$ cat src/rtl/setpoint_entry_if.sv
// setpoint_entry_if: operator-side signal bundle of the setpoint editor.
//   btnUp/btnDown/btnEnter : raw asynchronous pushbuttons, active high
//   displayMode            : 1 = decimal degrees, 0 = raw sensor units
//   dest                   : committed raw setpoint
//   editValue              : value under edit (BCD in decimal mode, binary in raw mode)
//   editing                : high while an edit or conversion is in progress
//   commitPulse            : one-cycle strobe accompanying each dest update
// master = stimulus/panel side, slave = setpoint_entry.
interface setpoint_entry_if;
   logic       btnUp;
   logic       btnDown;
   logic       btnEnter;
   logic       displayMode;
   logic [7:0] dest;
   logic [7:0] editValue;
   logic       editing;
   logic       commitPulse;

   modport master (
      output btnUp, btnDown, btnEnter, displayMode,
      input  dest, editValue, editing, commitPulse
   );

   modport slave (
      input  btnUp, btnDown, btnEnter, displayMode,
      output dest, editValue, editing, commitPulse
   );
endinterface

$ cat src/rtl/setpoint_entry.sv
// setpoint_entry: pushbutton setpoint editor producing the raw target byte.
// Buttons are synchronized and debounced; Up/Down auto-repeat while held.
// Decimal entries are converted back to the raw scale (1 LSB = 50/256 deg)
// by a 14-step restoring divide before being committed to dest.
//   clk   : system clock, rising edge
//   reset : synchronous active-high reset
//   bus   : setpoint_entry_if.slave (buttons, mode, dest, editValue, editing, commitPulse)
module setpoint_entry #(
   parameter logic [7:0] RESET_DEST      = 8'd102,
   parameter int         DEBOUNCE_CYCLES = 16,
   parameter int         REPEAT_DELAY    = 64,
   parameter int         REPEAT_PERIOD   = 16,
   parameter int         TIMEOUT_CYCLES  = 4096
) (
   input logic             clk,
   input logic             reset,
   setpoint_entry_if.slave bus
);
   localparam int DW = $clog2(DEBOUNCE_CYCLES) + 1;
   localparam int RW = $clog2(REPEAT_DELAY + 1) + 1;
   localparam int TW = $clog2(TIMEOUT_CYCLES) + 1;

   typedef enum logic [1:0] {S_IDLE, S_EDIT, S_CONVERT, S_COMMIT} state_t;

   state_t      state_reg, state_next;
   logic [2:0]  raw;            // {enter, down, up}
   logic [2:0]  level;
   logic [2:0]  press;
   logic [1:0]  step_raw;
   logic        step_up, step_dn, step_any, enter_ev;
   logic        mode, mode_d_reg;
   logic [7:0]  work_reg, dest_reg, limit, load_deg, shown, edit_value;
   logic        commit_pulse_reg, editing, commit_now;
   logic [13:0] prod, num_reg, quo_reg;
   logic [5:0]  rem_reg;
   logic [6:0]  trial;
   logic        trial_ge, dec_reg;
   logic [3:0]  div_cnt_reg;
   logic [TW-1:0] to_cnt_reg;

   assign raw  = {bus.btnEnter, bus.btnDown, bus.btnUp};
   assign mode = bus.displayMode;

   // Per-button synchronizer, debounce counter and rising-edge press event.
   genvar gi;
   generate
      for (gi = 0; gi < 3; gi++) begin : g_btn
         logic          sync1_reg, sync2_reg, level_reg, level_d_reg;
         logic [DW-1:0] cnt_reg;
         always_ff @(posedge clk) begin
            if (reset) begin
               sync1_reg   <= 1'b0;
               sync2_reg   <= 1'b0;
               level_reg   <= 1'b0;
               level_d_reg <= 1'b0;
               cnt_reg     <= '0;
            end else begin
               sync1_reg   <= raw[gi];
               sync2_reg   <= sync1_reg;
               level_d_reg <= level_reg;
               if (sync2_reg == level_reg) begin
                  cnt_reg <= '0;
               end else if (cnt_reg == DW'(DEBOUNCE_CYCLES - 1)) begin
                  level_reg <= sync2_reg;
                  cnt_reg   <= '0;
               end else begin
                  cnt_reg <= cnt_reg + DW'(1);
               end
            end
         end
         assign level[gi] = level_reg;
         assign press[gi] = level_reg & ~level_d_reg;
      end

      // Auto-repeat: rep_reg counts cycles since the press; after the first
      // repeat it is rewound so the next hit lands REPEAT_PERIOD later.
      for (gi = 0; gi < 2; gi++) begin : g_rep
         logic [RW-1:0] rep_reg;
         always_ff @(posedge clk) begin
            if (reset || !level[gi])
               rep_reg <= '0;
            else if (press[gi])
               rep_reg <= RW'(1);
            else if (rep_reg == RW'(REPEAT_DELAY))
               rep_reg <= RW'(REPEAT_DELAY - REPEAT_PERIOD + 1);
            else
               rep_reg <= rep_reg + RW'(1);
         end
         assign step_raw[gi] = press[gi] |
                               (level[gi] & ~press[gi] & (rep_reg == RW'(REPEAT_DELAY)));
      end
   endgenerate

   // Holding both Up and Down is treated as a conflict: no steps at all.
   assign step_up  = step_raw[0] & ~(level[0] & level[1]);
   assign step_dn  = step_raw[1] & ~(level[0] & level[1]);
   assign step_any = step_up | step_dn;
   assign enter_ev = press[2];

   // Raw -> rounded degrees; adding 128 before the shift rounds on bit 7.
   assign prod     = dest_reg * 6'd50;
   assign load_deg = 8'((prod + 14'd128) >> 8);
   assign limit    = mode ? 8'd49 : 8'd255;

   always_ff @(posedge clk) begin
      if (reset) begin
         state_reg  <= S_IDLE;
         mode_d_reg <= 1'b0;
      end else begin
         state_reg  <= state_next;
         mode_d_reg <= mode;
      end
   end

   always_comb begin
      state_next = state_reg;
      case (state_reg)
         S_IDLE:    if (step_any) state_next = S_EDIT;
         S_EDIT: begin
            if (mode != mode_d_reg)
               state_next = S_IDLE;
            else if (enter_ev)
               state_next = mode ? S_CONVERT : S_COMMIT;
            else if (!step_any && to_cnt_reg == TW'(TIMEOUT_CYCLES - 1))
               state_next = S_IDLE;
         end
         S_CONVERT: if (div_cnt_reg == 4'd13) state_next = S_COMMIT;
         S_COMMIT:  state_next = S_IDLE;
         default:   state_next = S_IDLE;
      endcase
   end

   always_comb begin
      editing    = 1'b0;
      commit_now = 1'b0;
      shown      = work_reg;
      case (state_reg)
         S_IDLE:    shown = mode ? load_deg : dest_reg;
         S_EDIT,
         S_CONVERT: editing = 1'b1;
         S_COMMIT:  commit_now = 1'b1;
         default:   ;
      endcase
      edit_value = mode ? {4'(shown / 8'd10), 4'(shown % 8'd10)} : shown;
   end

   // Working register: first step only opens the edit; Enter beats a step.
   always_ff @(posedge clk) begin
      if (reset) begin
         work_reg <= 8'd0;
      end else if (state_reg == S_IDLE) begin
         if (step_any) work_reg <= mode ? load_deg : dest_reg;
      end else if (state_reg == S_EDIT && !enter_ev && mode == mode_d_reg) begin
         if (step_up && work_reg < limit)
            work_reg <= work_reg + 8'd1;
         else if (step_dn && work_reg != 8'd0)
            work_reg <= work_reg - 8'd1;
      end
   end

   always_ff @(posedge clk) begin
      if (reset || state_reg != S_EDIT || step_any)
         to_cnt_reg <= '0;
      else
         to_cnt_reg <= to_cnt_reg + TW'(1);
   end

   // Restoring divide of work*256+25 by 50, MSB first. dec_reg remembers
   // which path was taken so a mode flip during CONVERT cannot alter it.
   assign trial    = {rem_reg, num_reg[13]};
   assign trial_ge = (trial >= 7'd50);

   always_ff @(posedge clk) begin
      if (reset) begin
         num_reg     <= '0;
         quo_reg     <= '0;
         rem_reg     <= '0;
         div_cnt_reg <= '0;
         dec_reg     <= 1'b0;
      end else if (state_reg == S_EDIT &&
                   (state_next == S_CONVERT || state_next == S_COMMIT)) begin
         num_reg     <= {work_reg[5:0], 8'd25};
         quo_reg     <= '0;
         rem_reg     <= '0;
         div_cnt_reg <= '0;
         dec_reg     <= (state_next == S_CONVERT);
      end else if (state_reg == S_CONVERT) begin
         num_reg     <= {num_reg[12:0], 1'b0};
         rem_reg     <= trial_ge ? 6'(trial - 7'd50) : trial[5:0];
         quo_reg     <= {quo_reg[12:0], trial_ge};
         div_cnt_reg <= div_cnt_reg + 4'd1;
      end
   end

   // A work value of 50 (loadable from dest=255) would divide to 256; clamp.
   always_ff @(posedge clk) begin
      if (reset) begin
         dest_reg         <= RESET_DEST;
         commit_pulse_reg <= 1'b0;
      end else begin
         commit_pulse_reg <= commit_now;
         if (commit_now)
            dest_reg <= dec_reg ? ((quo_reg > 14'd255) ? 8'hFF : quo_reg[7:0]) : work_reg;
      end
   end

   assign bus.dest        = dest_reg;
   assign bus.editValue   = edit_value;
   assign bus.editing     = editing;
   assign bus.commitPulse = commit_pulse_reg;
endmodule

$ cat src/flat_wrapper.sv
// flat-port wrapper written by rule: the top's interface ports become plain ports
module setpoint_entry_flat 
#(
   parameter logic [7:0] RESET_DEST      = 8'd102,
   parameter int         DEBOUNCE_CYCLES = 16,
   parameter int         REPEAT_DELAY    = 64,
   parameter int         REPEAT_PERIOD   = 16,
   parameter int         TIMEOUT_CYCLES  = 4096
)
  (clk, reset, bus_btnUp, bus_btnDown, bus_btnEnter, bus_displayMode, bus_dest, bus_editValue, bus_editing, bus_commitPulse);
  setpoint_entry_if bus_i ();
  input logic clk;
  input logic reset;
  input wire logic [$bits(bus_i.btnUp)-1:0] bus_btnUp;
  input wire logic [$bits(bus_i.btnDown)-1:0] bus_btnDown;
  input wire logic [$bits(bus_i.btnEnter)-1:0] bus_btnEnter;
  input wire logic [$bits(bus_i.displayMode)-1:0] bus_displayMode;
  output wire logic [$bits(bus_i.dest)-1:0] bus_dest;
  output wire logic [$bits(bus_i.editValue)-1:0] bus_editValue;
  output wire logic [$bits(bus_i.editing)-1:0] bus_editing;
  output wire logic [$bits(bus_i.commitPulse)-1:0] bus_commitPulse;
  assign bus_i.btnUp = bus_btnUp;
  assign bus_i.btnDown = bus_btnDown;
  assign bus_i.btnEnter = bus_btnEnter;
  assign bus_i.displayMode = bus_displayMode;
  assign bus_dest = bus_i.dest;
  assign bus_editValue = bus_i.editValue;
  assign bus_editing = bus_i.editing;
  assign bus_commitPulse = bus_i.commitPulse;
  setpoint_entry #(.RESET_DEST(RESET_DEST), .DEBOUNCE_CYCLES(DEBOUNCE_CYCLES), .REPEAT_DELAY(REPEAT_DELAY), .REPEAT_PERIOD(REPEAT_PERIOD), .TIMEOUT_CYCLES(TIMEOUT_CYCLES)) u_core (.clk(clk), .reset(reset), .bus(bus_i));
endmodule
$ cat config.mk
export PLATFORM = sky130hd
export DESIGN_NAME = setpoint_entry_flat
export DESIGN_NICKNAME = d
export VERILOG_FILES = /design/src/rtl/setpoint_entry_if.sv /design/src/rtl/setpoint_entry.sv /design/src/flat_wrapper.sv
export SDC_FILE = /design/constraint.sdc
export NUM_CORES = 1
export LEC_CHECK = 0
export ABC_AREA = 1
export BUFFER_PORTS_ARGS = -buffer_cell sky130_fd_sc_hd__buf_4
export CORE_UTILIZATION = 28
export CTS_CLUSTER_SIZE = 14
export DETAILED_ROUTE_END_ITERATION = 8
export PLACE_DENSITY = 0.47
export SYNTH_ARGS = -nofsm -noshare
export SYNTH_HDL_FRONTEND = slang
export SYNTH_SLANG_ARGS = --single-unit
$ cat constraint.sdc
create_clock -name clk -period 6.4 [get_ports clk]
set_clock_uncertainty 0.05 [all_clocks]
set_input_delay 1.28 -clock clk [delete_from_list [all_inputs] [get_ports clk]]
set_output_delay 1.28 -clock clk [all_outputs]
set_load 0.03 [all_outputs]
==> flow_metrics.tcl <==
set metrics [dict create \
    wl_um 15890 \
    synthesis.nets 970 \
    antenna_found_initial 0 \
    fin_cells 1252 \
    synth_ff_type "dfxtp_1" \
    finalHoldViolCount 0 \
    synth_top_family_by_area "simple AND/OR/NAND/NOR gates" \
    worstSetupStartpointType "register" \
    status "finished, final reports clean" \
    crit_top_cell "nand2_1" \
    netlist_instances 903 \
    power_frac_comb_pct 5.8 \
    place_inst 1199 \
    synth_seq_cells 115 \
    fp.dieH_um 154.5 \
    cp.buffers_inverters 3 \
    gp_congestion 0.7929 \
    hpwl_um 11050 \
    grt_pass1_vias 5408 \
    grt_max_degree 43 \
    grt.overflow.total 0 \
    largest_register_ffs 16 \
    route.detailed.drc 0 \
    max_freq_ghz 0.1570 \
    layout-drive-gt1-share_pct 16.46 \
    slowest_delay_ps 500 \
    post-route-period-util_pct 99.53 \
    fin_hold_ws_ps 350.0 \
    cts_tree "built" \
    cts.clk_slew.worst_paths_ps 60 \
    synth_edf_count 0 \
    clock_path_buffers 2 \
    cap_violations 0 \
    pwr-share-seq_pct 39.4 \
    worstPathRequired_ps 5070 \
    avgViaCountPerCell 4.626 \
    port_buffers 23 \
    synthAdderAreaFrac_pct 12.07 \
    finalCriticalPeriod_ps 6370 \
    path_class "reg -> out" \
    p_int_mw 1.395 \
    dieArea_um2 23850 \
    powerDensity_nw_per_um2 224.8 \
    worst_path_max_delay_cell "fa_1" \
    area_delta_synth_final_pct 24.75 \
    grt_pass1_wl_um 26550 \
    grt_usage_pct 14.02 \
    slew_headroom_pct 32.34 \
    ios 24 \
    cp_top_family "simple AND/OR/NAND/NOR gates" \
    p_leak_nw 3.396 \
    synth-xor-area-share_pct 2.134 \
    rsz0062_at_grt "true" \
    drtIter0Drc 311 \
    synth_mux_area_share_pct 0 \
    clock-sinks 115 \
    std_cell_rows 55 \
    slew_violations 0 \
    dr.pass1.iters 5 \
    worstSetupEndpointType "output pin" \
    final-setup-viol-count 0 \
    clkPwrFrac_pct 54.9 \
    syn-cell-area_um2 6507 \
    routedWlPerCell_um 12.69 \
    ys_types 45 \
    core-area_um2 22710 \
    dpl_worst_slack_ps 154.2 \
    detail-route-antenna-nets 0 \
    ir_drop_mv 0.1910 \
    p_switching_mw 0.4296 \
    vias 5792 \
    async_flop_share_pct 0 \
    numCtsBuffers 17 \
    synth_compound_area_share_pct 16.00 \
    htree_levels 4 \
    worstPathArrival_ps 5040 \
    nets 1020 \
    postSynthAreaPerCell_um2 7.207 \
    hold_class "reg -> reg" \
    worstMarginPinSlew_ps 1012 \
    fp.dieW_um 154.5 \
    post-route-util_pct 35.75 \
    start_util_pct 28.66 \
    yosysSeqAreaShare_pct 35.38 \
    layout_setup_ws_ps 30.30 \
    synthSimpleGateAreaFrac_pct 24.96 \
    clk_latency_ps 420 \
    path_max_fanout 4 \
    root_buffer "clkbuf_16" \
    swShare_pct 23.55 \
    yosys_warnings 0 \
]
worst register-to-register path: stages (launching register included):
cell and delay (ps):
dfxtp_1 560, ha_1 310, a21o_1 180, a21o_1 150, a21oi_1 120, nor2_1 50, o21ai_0 170, nand2_1 70
nor2_1 220, inv_1 210, ha_1 380, inv_1 50, nor2_1 90, nor2_1 60, nor2_1 120, nor2_1 60
o21ai_0 220, inv_1 60, nor2_1 140, nor2_1 60, nor2_1 80, nor2_1 60, xor2_1 150, o21ai_0 90
a21oi_1 140, nor3_1 60, a211oi_1 170
final cells by class:
| class | count | area (µm²) |
|---|---|---|
| fill | 2447 | 14590 |
| clock buffer | 19 | 452.9 |
| inverter | 139 | 521.8 |
| clock inverter | 13 | 171.4 |
| sequential | 115 | 2316 |
| timing repair buffer | 55 | 427.9 |
| multi-input combinational | 625 | 3869 |
| antenna | 1 | 2.502 |
| tap | 285 | 356.6 |
path summary, 6_finish.rpt:
kind	startpoint	endpoint	slack (ps)	cells after the start
setup / recovery	u_core.bus.dest[2]	bus_editValue[2]	30	36
hold reg to reg	u_core.g_btn[2].sync1_reg	u_core.g_btn[2].sync2_reg	350	2
hold / removal	u_core.g_btn[2].sync1_reg	u_core.g_btn[2].sync2_reg	350	2
setup reg to reg	u_core.work_reg[1]	u_core.work_reg[7]	2230	26
kinds of logic (layout without fill, tap and decap cells):
group	Yosys count	count (layout)
AND/OR/NAND/NOR	373	373
XOR/XNOR	15	15
buffers and inverters	163	226
AO/OA/AOI/OAI	176	176
adder cells (fa/ha/maj)	61	61
flip-flops	115	115
other	0	1
metal layers:
metal	GRT usage [%]	vias up	wire length, µm
li1	-	3070	-
met1	19.57	2631	8226
met2	20.86	77	6902
met3	3.699	14	603
met4	4.432	0	162
met5	0	-	0
what timing repair did:
item	4_1_cts	5_1_grt
pin swaps	19	28
buffers inserted	11	9
endpoints found under the setup margin	4	5
resized for setup	21	47
hold buffers	0	0
stage by stage:
step | setup TNS [ps] | area, µm² | total power, mW
final | 0 | 8118 | 1.825
after global routing | -1247 | 8115 | 1.894
after CTS | 0 | 7836 | 1.842
after detailed placement | 0 | 7033 | 0.8233
after global placement | 0 | 7033 | 0.8238
after floorplan | 0 | 6507 | 0.7989
placed cells by master, fill, tap and decap left out, drive strengths merged, types with 2 or more instances in the layout:
cell type,synthesis,final
a211oi,11,11
a21o,2,2
a21oi,72,72
a221oi,2,2
a31oi,11,11
buf,5,55
bufinv,0,3
clkbuf,19,19
clkinv,1,4
clkinvlp,0,2
dfxtp,115,115
fa,3,3
ha,58,58
inv,138,143
nand2,173,173
nand3,58,58
nand4,9,9
nor2,103,103
nor3,19,19
nor3b,5,5
nor4,2,2
o211ai,9,9
o21a,2,2
o21ai,47,47
o21bai,6,6
o221ai,5,5
o22ai,4,4
o31ai,2,2
or2,2,2
xnor2,2,2
xor2,13,13
cell usage after synthesis (3+ instances only):
| master | instances | area (µm²) |
|---|---|---|
| nand2_1 | 160 | 600.6 |
| inv_1 | 137 | 514.2 |
| dfxtp_1 | 115 | 2302 |
| nor2_1 | 101 | 379.1 |
| a21oi_1 | 71 | 355.3 |
| ha_1 | 58 | 725.7 |
| nand3_1 | 54 | 270.3 |
| o21ai_0 | 44 | 220.2 |
| clkbuf_1 | 19 | 71.32 |
| nor3_1 | 19 | 95.09 |
| nand2_2 | 13 | 81.33 |
| xor2_1 | 12 | 105.1 |
| a211oi_1 | 11 | 82.58 |
| a31oi_1 | 11 | 68.82 |
| nand4_1 | 9 | 56.30 |
| o211ai_1 | 9 | 67.56 |
| o21bai_1 | 6 | 45.04 |
| nor3b_1 | 5 | 37.54 |
| o221ai_1 | 5 | 43.79 |
| o22ai_1 | 4 | 25.02 |
| buf_2 | 3 | 15.01 |
| fa_1 | 3 | 60.06 |
| nand3_2 | 3 | 30.03 |
power by group through the flow:
| stage | registers (mW) | clock network [mW] | logic, mW |
|---|---|---|---|
| floorplan | 0.735 | 0 | 0.0635 |
| global placement | 0.736 | 0 | 0.0882 |
| detailed placement | 0.736 | 0 | 0.0878 |
| CTS | 0.719 | 1.03 | 0.0928 |
| global route | 0.719 | 1.06 | 0.117 |
| finish | 0.719 | 1.00 | 0.105 |
Power figures use the tool's default switching activity.
